--- src/rtl/pipe_ctrl_pkg.sv ---
// Shared types and helpers for the five-stage pipeline hazard controller.
// Slot tags describe the instructions in EX, MEM and WB.
package pipe_ctrl_pkg;

  localparam logic [4:0] ZERO_REG_IDX = 5'd31;

  typedef enum logic [1:0] {
    FWD_RF  = 2'b00,
    FWD_MEM = 2'b01,
    FWD_WB  = 2'b10
  } fwd_sel_t;

  typedef struct packed {
    logic       valid;
    logic [4:0] rd;
    logic       regwrite;
    logic       memread;
  } slot_t;

  localparam slot_t SLOT_BUBBLE = '0;

  // A slot can only produce a hazard if it will really write a non-zero register.
  function automatic logic is_producer(slot_t s, logic [4:0] zero_reg);
    return s.valid && s.regwrite && (s.rd != zero_reg);
  endfunction

endpackage

--- src/rtl/fwd_select.sv ---
// Per-operand comparison of one RF-stage source against the EX and MEM slots.
// Returns the forwarding select and whether the EX-slot match is a load.
module fwd_select
  import pipe_ctrl_pkg::*;
#(
  parameter int ZERO_REG = 31
) (
  input  logic       id_valid,
  input  logic [4:0] src,
  input  logic       used,
  input  slot_t      ex_s,
  input  slot_t      mem_s,
  output fwd_sel_t   sel,
  output logic       load_hit
);

  localparam logic [4:0] ZR = ZERO_REG[4:0];

  logic compare;
  logic ex_match;
  logic mem_match;

  assign compare   = id_valid && used;
  assign ex_match  = compare && is_producer(ex_s, ZR)  && (ex_s.rd  == src);
  assign mem_match = compare && is_producer(mem_s, ZR) && (mem_s.rd == src);
  assign load_hit  = ex_match && ex_s.memread;

  // A load in MEM is already covered by forwarding, so its memread flag is irrelevant here.
  logic unused_mem_memread;
  assign unused_mem_memread = mem_s.memread;

  // NOTE: assign a default first in always_comb so no path leaves sel unassigned (no latch).
  always_comb begin
    sel = FWD_RF;
    if (ex_match)       sel = FWD_MEM;  // youngest producer wins
    else if (mem_match) sel = FWD_WB;
  end

endmodule

--- src/rtl/pipe_hazard_ctrl.sv ---
// Hazard and sequencing controller: load-use stalls, branch flushes,
// registered EX forwarding selects and saturating stall/flush counters.
module pipe_hazard_ctrl
  import pipe_ctrl_pkg::*;
#(
  parameter int CNT_W    = 32,
  parameter int ZERO_REG = 31
) (
  input  logic             clk,
  input  logic             reset,
  input  logic             id_valid,
  input  logic [4:0]       id_rn,
  input  logic             id_rn_used,
  input  logic [4:0]       id_rm,
  input  logic             id_rm_used,
  input  logic [4:0]       id_rd,
  input  logic             id_regwrite,
  input  logic             id_memread,
  input  logic             br_taken_ex,
  output logic             stall_if,
  output logic             stall_id,
  output logic             bubble_ex,
  output logic             flush_if_id,
  output logic             flush_id_ex,
  output logic [1:0]       fwd_a_ex,
  output logic [1:0]       fwd_b_ex,
  output logic [CNT_W-1:0] stall_count,
  output logic [CNT_W-1:0] flush_count
);

  slot_t    ex_s, mem_s, wb_s;
  slot_t    id_slot;
  fwd_sel_t sel_a, sel_b;
  fwd_sel_t fwd_a_q, fwd_b_q;
  logic     hit_a, hit_b;
  logic     stall, flush;

  fwd_select #(.ZERO_REG(ZERO_REG)) u_fwd_a (
    .id_valid (id_valid),
    .src      (id_rn),
    .used     (id_rn_used),
    .ex_s     (ex_s),
    .mem_s    (mem_s),
    .sel      (sel_a),
    .load_hit (hit_a)
  );

  fwd_select #(.ZERO_REG(ZERO_REG)) u_fwd_b (
    .id_valid (id_valid),
    .src      (id_rm),
    .used     (id_rm_used),
    .ex_s     (ex_s),
    .mem_s    (mem_s),
    .sel      (sel_b),
    .load_hit (hit_b)
  );

  // Branch outranks the load-use stall; reset forces every output low.
  assign flush = br_taken_ex && !reset;
  assign stall = (hit_a || hit_b) && !br_taken_ex && !reset;

  assign stall_if    = stall;
  assign stall_id    = stall;
  assign bubble_ex   = stall;
  assign flush_if_id = flush;
  assign flush_id_ex = flush;
  assign fwd_a_ex    = fwd_a_q;
  assign fwd_b_ex    = fwd_b_q;

  assign id_slot = '{valid: 1'b1, rd: id_rd, regwrite: id_regwrite, memread: id_memread};

  // The register file writes before RF reads, so the WB tag never needs forwarding.
  logic unused_wb_s;
  assign unused_wb_s = ^wb_s;

  // NOTE: sequential state uses non-blocking assignments so every slot shifts from its old value.
  always_ff @(posedge clk) begin
    if (reset) begin
      ex_s        <= SLOT_BUBBLE;
      mem_s       <= SLOT_BUBBLE;
      wb_s        <= SLOT_BUBBLE;
      fwd_a_q     <= FWD_RF;
      fwd_b_q     <= FWD_RF;
      stall_count <= '0;
      flush_count <= '0;
    end else begin
      wb_s  <= mem_s;
      mem_s <= ex_s;
      if (stall || flush || !id_valid) ex_s <= SLOT_BUBBLE;
      else                             ex_s <= id_slot;

      if (stall || flush) begin
        fwd_a_q <= FWD_RF;
        fwd_b_q <= FWD_RF;
      end else begin
        fwd_a_q <= sel_a;
        fwd_b_q <= sel_b;
      end

      if (stall && (stall_count != '1)) stall_count <= stall_count + CNT_W'(1);
      if (flush && (flush_count != '1)) flush_count <= flush_count + CNT_W'(1);
    end
  end

endmodule
--- config.mk ---
export PLATFORM = sky130hd
export DESIGN_NAME = pipe_hazard_ctrl
export DESIGN_NICKNAME = d
export VERILOG_FILES = /design/src/rtl/pipe_ctrl_pkg.sv /design/src/rtl/fwd_select.sv /design/src/rtl/pipe_hazard_ctrl.sv
export SDC_FILE = /design/constraint.sdc
export NUM_CORES = 1
export LEC_CHECK = 0
export CORE_ASPECT_RATIO = 1.5
export CORE_MARGIN = 2
export CORE_UTILIZATION = 30
export CTS_BUF_LIST = sky130_fd_sc_hd__clkbuf_4 sky130_fd_sc_hd__clkbuf_8
export CTS_CLUSTER_SIZE = 16
export DETAILED_ROUTE_END_ITERATION = 6
export GPL_TIMING_DRIVEN = 0
export HOLD_SLACK_MARGIN = 0.1
export PLACE_DENSITY = 0.51
export RECOVER_POWER = 25
export SYNTH_ARGS = -nofsm -noshare
export SYNTH_HDL_FRONTEND = slang
export SYNTH_SLANG_ARGS = --single-unit
--- constraint.sdc ---
create_clock -name clk -period 8 [get_ports clk]
set_input_delay 2 -clock clk [delete_from_list [all_inputs] [get_ports clk]]
set_output_delay 2 -clock clk [all_outputs]
set_load 0.02 [all_outputs]
# Word-level counts from Yosys, hierarchy flattened
# Index checks and enable logic that the tools add are counted.
# op_classes
muxes	5
n_reduce_logical	31
n_eq_ne	8
add_sub_neg	2
# op_table
operator	n
$add A32 B1 Y32 const B	2
$ne A32 B32 Y1 const B	2
$logic_and A1 B1 Y1	21
$eq A5 B5 Y1	4
$ne A5 B5 Y1 const B	2
$mux W8	1
$reduce_or A3 Y1	2
$mux W2	2
$reduce_or A2 Y1	2
$logic_not A1 Y1	3
$logic_or A1 B1 Y1	3
$mux W1	2
# word_totals
input_bits	23
ff_bits	83
out_inout_bits	73
wordCells	59

# Longest topological paths before layout
# logic_depth
ltp_word	11
mapped_depth	9
depth_no_buf	7

# Cells and area by module
# Synthesis repeated with hierarchy kept, for this count alone.
# unflattened
cells_unflattened	498
area_unflattened_um2	4289.1
# modules_own_cells
module	area_per_inst_um2	n_inst	seq_area_each_um2	cells_per_inst
pipe_hazard_ctrl	3956.3	1	1681.6	452
fwd_select	166.4	2	0.0	23

# Worst setup path after synthesis
# OpenSTA, ideal clock, no wires.
# synth_path
path_kind	input port to output port
start	in reset
end	out stall_id
setup_slack_ps	2513
t_arrival_ps	3487
path_buffers	3
required_ps	6000
stages	7
path_cell_list	clkbuf_1 > nor2_1 > and3_2 > o21ai_1 > clkbuf_1 > inv_1 > buf_4
# synth_between
elab_chain_cells	2
# synth_lines
element	line_no	text
start, declared	pipe_hazard_ctrl.sv:10	input logic reset,
$logic_not A1 Y1	pipe_hazard_ctrl.sv:60	assign stall = (hit_a || hit_b) && !br_taken_ex && !reset;
$logic_and A1 B1 Y1	pipe_hazard_ctrl.sv:60	
end, declared	pipe_hazard_ctrl.sv:21	output logic stall_id,
# Every way passes these cells.

# Worst setup path after layout
# layout_path
start	in id_rn[3]
end	out stall_id
# layout_between
elab_chain_cells	6
# layout_lines
element	line_no	text
start, declared	pipe_hazard_ctrl.sv:12	input logic [4:0] id_rn,
$eq A5 B5 Y1	fwd_select.sv:24	assign ex_match = compare && is_producer(ex_s, ZR) && (ex_s.rd == src);
$logic_and A1 B1 Y1	fwd_select.sv:24	
$logic_and A1 B1 Y1	fwd_select.sv:26	assign load_hit = ex_match && ex_s.memread;
$logic_or A1 B1 Y1	pipe_hazard_ctrl.sv:60	
$logic_and A1 B1 Y1 (2 in a row)	pipe_hazard_ctrl.sv:60	
# Every way passes these cells.

==> results_dict.tcl <==
set metrics [dict create \
    drc 0 \
    clock_path_buffers 2 \
    routed_wl_mm 11.8 \
    start_kind "primary input" \
    rows 52 \
    ys_warn_count 0 \
    insertion_delay_ns 0.38 \
    hold_violations 0 \
    slew_headroom_pct 57.9 \
    path_delay_family "buffers and inverters" \
    final_layout_size_suffix_gt1_share_pct 8.45 \
    synthDistinctLibCells 49 \
    io_pins 96 \
    synth_top_family_by_area "simple AND/OR/NAND/NOR gates" \
    timing.rr.start "flush_count[0]" \
    dpl_cell_area_um2 5280 \
    synth_top_area_share_pct 40.2 \
    worst_pin_slew_ns 0.628 \
    synth_mux_area_share_pct 1.91 \
    synthAdderAreaFrac_pct 0.606 \
    drv_slew 0 \
    initial_utilization_pct 30.7 \
    fin_nets 612 \
    numCtsBuffers 9 \
    antenna_found_initial 0 \
    synth_cells 482 \
    fmax_mhz 150 \
    coreArea_um2 13500 \
    cts_tree "done" \
    worstRegToRegCells 9 \
    fin_crit_ns 6.66 \
    rsz0062_at_grt "false" \
    dr.pass1.iters 5 \
    routabilityCongestion 0.855 \
    seq_area_um2 1660 \
    clkSinkCount 83 \
    overflow 0 \
    path_max_fanout 10 \
    power.density_nw_per_um2 142 \
    syn_avg_cell_area_um2 8.57 \
    reg2reg_to "flush_count[0]" \
    power_leakage_nw 1.77 \
    area_growth_pct 32.1 \
    setup_tns_ns 0 \
    synth_top_cell_by_area "dfxtp_1" \
    antennaDiodeCount 0 \
    ant_nets 0 \
    die_area_um2 14700 \
    ir_drop_v 0.0000681 \
    die_y_um 148 \
    cts_setup_buffers 0 \
    die_w_um 99.8 \
    synth-compound-area-share_pct 9.96 \
    hp-class "reg2reg" \
    wl_per_cell_um 15.6 \
    crit_chain "clkdlybuf4s50_1 > xnor2_1 > nand4_1 > nor3_2 > o21ai_1 > clkbuf_1 > inv_1 > buf_4 > clkdlybuf4s50_1" \
    crit_buf_inv 5 \
    viasPerCell 5.23 \
    synthTopCellsByArea "dfxtp_1 (40%), xnor2_1 (7.6%), nor2_1 (4.1%)" \
    crit_required_ns 6.00 \
    fin_worst_skew_ns 0.0200 \
    grt_max_degree 16 \
    post-route-period-util_pct 83.3 \
    setup.worst_path.end_class "output pin" \
    synth-simple-area-share_pct 33.5 \
    holdPathEnd "mem_s[1]" \
    ys_seq_area_share_pct 40.2 \
    setup_viol 0 \
    ctsResizeCount 0 \
    clk_pin_slew_worst_paths_ns 0.09 \
    cts_hold_buf 0 \
    grt_pass1_vias 3771 \
    design_area_um2 5460 \
    worst-setup-path-type "in2out" \
    status "finished, final reports clean" \
    cp.arrival_ns 4.66 \
    htree_levels 3 \
    fillers 1356 \
    synth.cell_area_um2 4130 \
    r2r_slack_ns 5.56 \
    holdPathStages 1 \
    vias 3942 \
    cap_violations 0 \
    grtUsageTotal_pct 16.0 \
    hold_start "ex_s[1]" \
    ys_seq_elements 83 \
    syn-num-nets 507 \
    root_buffer "clkbuf_8" \
    numPortBuffers 94 \
    synth_xor_area_share_pct 9.32 \
    multi_input_area_um2 2280 \
    crit_top_cell "clkdlybuf4s50_1" \
    cp_slowest_cell "clkdlybuf4s50_1" \
    grt_pass1_wl_mm 18.9 \
    dpl.hpwl_mm 8.83 \
    cp_slowest_stage_delay_ns 0.59 \
    drtIter0Drc 166 \
]
[synthesized netlist by cell type (all sizes together)]
cell          n
clkbuf       13
clkinv        1
nand3        21
ha            2
nand4        27
o211ai        2
or2           1
or3b          1
or3          17
nor4         11
nor2         46
xor2          8
and2         10
a21oi        31
nor2b        16
nor4b         1
a31oi         2
nor3b         1
nand2b        3
and4          7
nor3         15
dfxtp        83
nand4b        1
and3b         2
xnor2        36
or4          15
mux2          7
o31ai        16
dlygate4sd3   1
o21ai        19
buf          12
nand2        39
inv           7
and3          8
[how the worst max path moves through the flow]
stage	startpoint	end	slack [ns]	depth (start not counted)
floorplan	reset	stall_id	2.51	7
global placement	id_rn[3]	stall_if	1.31	9
detailed placement	id_rn[3]	stall_id	1.29	9
CTS	id_rn[3]	stall_id	1.29	9
global route	id_rn[3]	stall_id	1.15	9
finish	id_rn[3]	stall_id	1.34	9
[where the power goes]
part	total, W	switching, W	leakage [nW]	internal [W]
Clock	0.000316	0.000169	0.106	0.000147
Combinational	0.0000429	0.0000221	0.994	0.0000208
Sequential	0.000419	0.00000299	0.670	0.000416
Total	0.000777	0.000194	1.77	0.000584
[final cells by class]
class                           count  area share, %
Multi-Input combinational cell    365           41.7
Sequential cell                    83           30.4
Timing Repair Buffer               94           17.2
Tap cell                          162           3.71
Buffer                             26           2.73
Clock buffer                        9           2.27
Clock inverter                      7           1.35
Inverter                            8          0.550
[metrics by stage]
step / std cells / util (%) / hold slack [ns] / total power (W) / setup slack (ns)
2_1_floorplan: 482 / - / 0.438 / 0.000449 / 2.51
3_3_place_gp: 738 / 39.2 / 0.451 / 0.000471 / 1.31
3_5_place_dp: 738 / 39.2 / 0.459 / 0.000472 / 1.29
4_1_cts: 754 / 40.6 / 0.473 / 0.000790 / 1.29
5_1_grt: 754 / 40.5 / 0.490 / 0.000808 / 1.15
6_report: 754 / 40.5 / 0.473 / 0.000777 / 1.34
[per-layer routing]
layer	wire [um]	global-route usage, %
met1	5040	19.8
met3	530	2.74
met4	135	5.89
met5	0	0
met2	6080	27.8
[sequential cells by signal, indices dropped and copies added, names as in the netlist]
signal       cells
flush_count     32
stall_count     32
ex_s             8
mem_s            7
fwd_a_ex         2
fwd_b_ex         2
[worst register-to-register path: cells and delay by family (launching register included)]
kind	cells	cell delay (ns)
AND/OR/NAND/NOR	5	1.11
flip-flops	1	0.43
buffers and inverters	2	0.37
adder cells (fa/ha/maj)	1	0.24
XOR/XNOR	1	0.17
[cells by family after synthesis]
kind of cell | count (synthesis)
AOI/OAI and AO/OA | 70
xor gates and xnor gates | 44
adders and majority gates | 2
buffers and inverters | 34
DFF | 83
muxes | 7
and+or+nand+nor | 242
[cells in the final DEF, fill, tap and decap left out, drive strengths merged]
cell type      count
a21oi             31
a31oi              2
and2              10
and3               8
and3b              2
and4               7
buf               11
bufinv             1
clkbuf            23
clkdlybuf4s50     81
clkinv             4
dfxtp             83
dlygate4sd3       14
ha                 2
inv               10
mux2               7
nand2             39
nand2b             3
nand3             21
nand4             27
nand4b             1
nor2              46
nor2b             16
nor3              15
nor3b              1
nor4              11
nor4b              1
o211ai             2
o21ai             19
o31ai             16
or2                1
or3               17
or3b               1
or4               15
xnor2             36
xor2               8
Note: power is estimated with default switching activity, not from simulation.
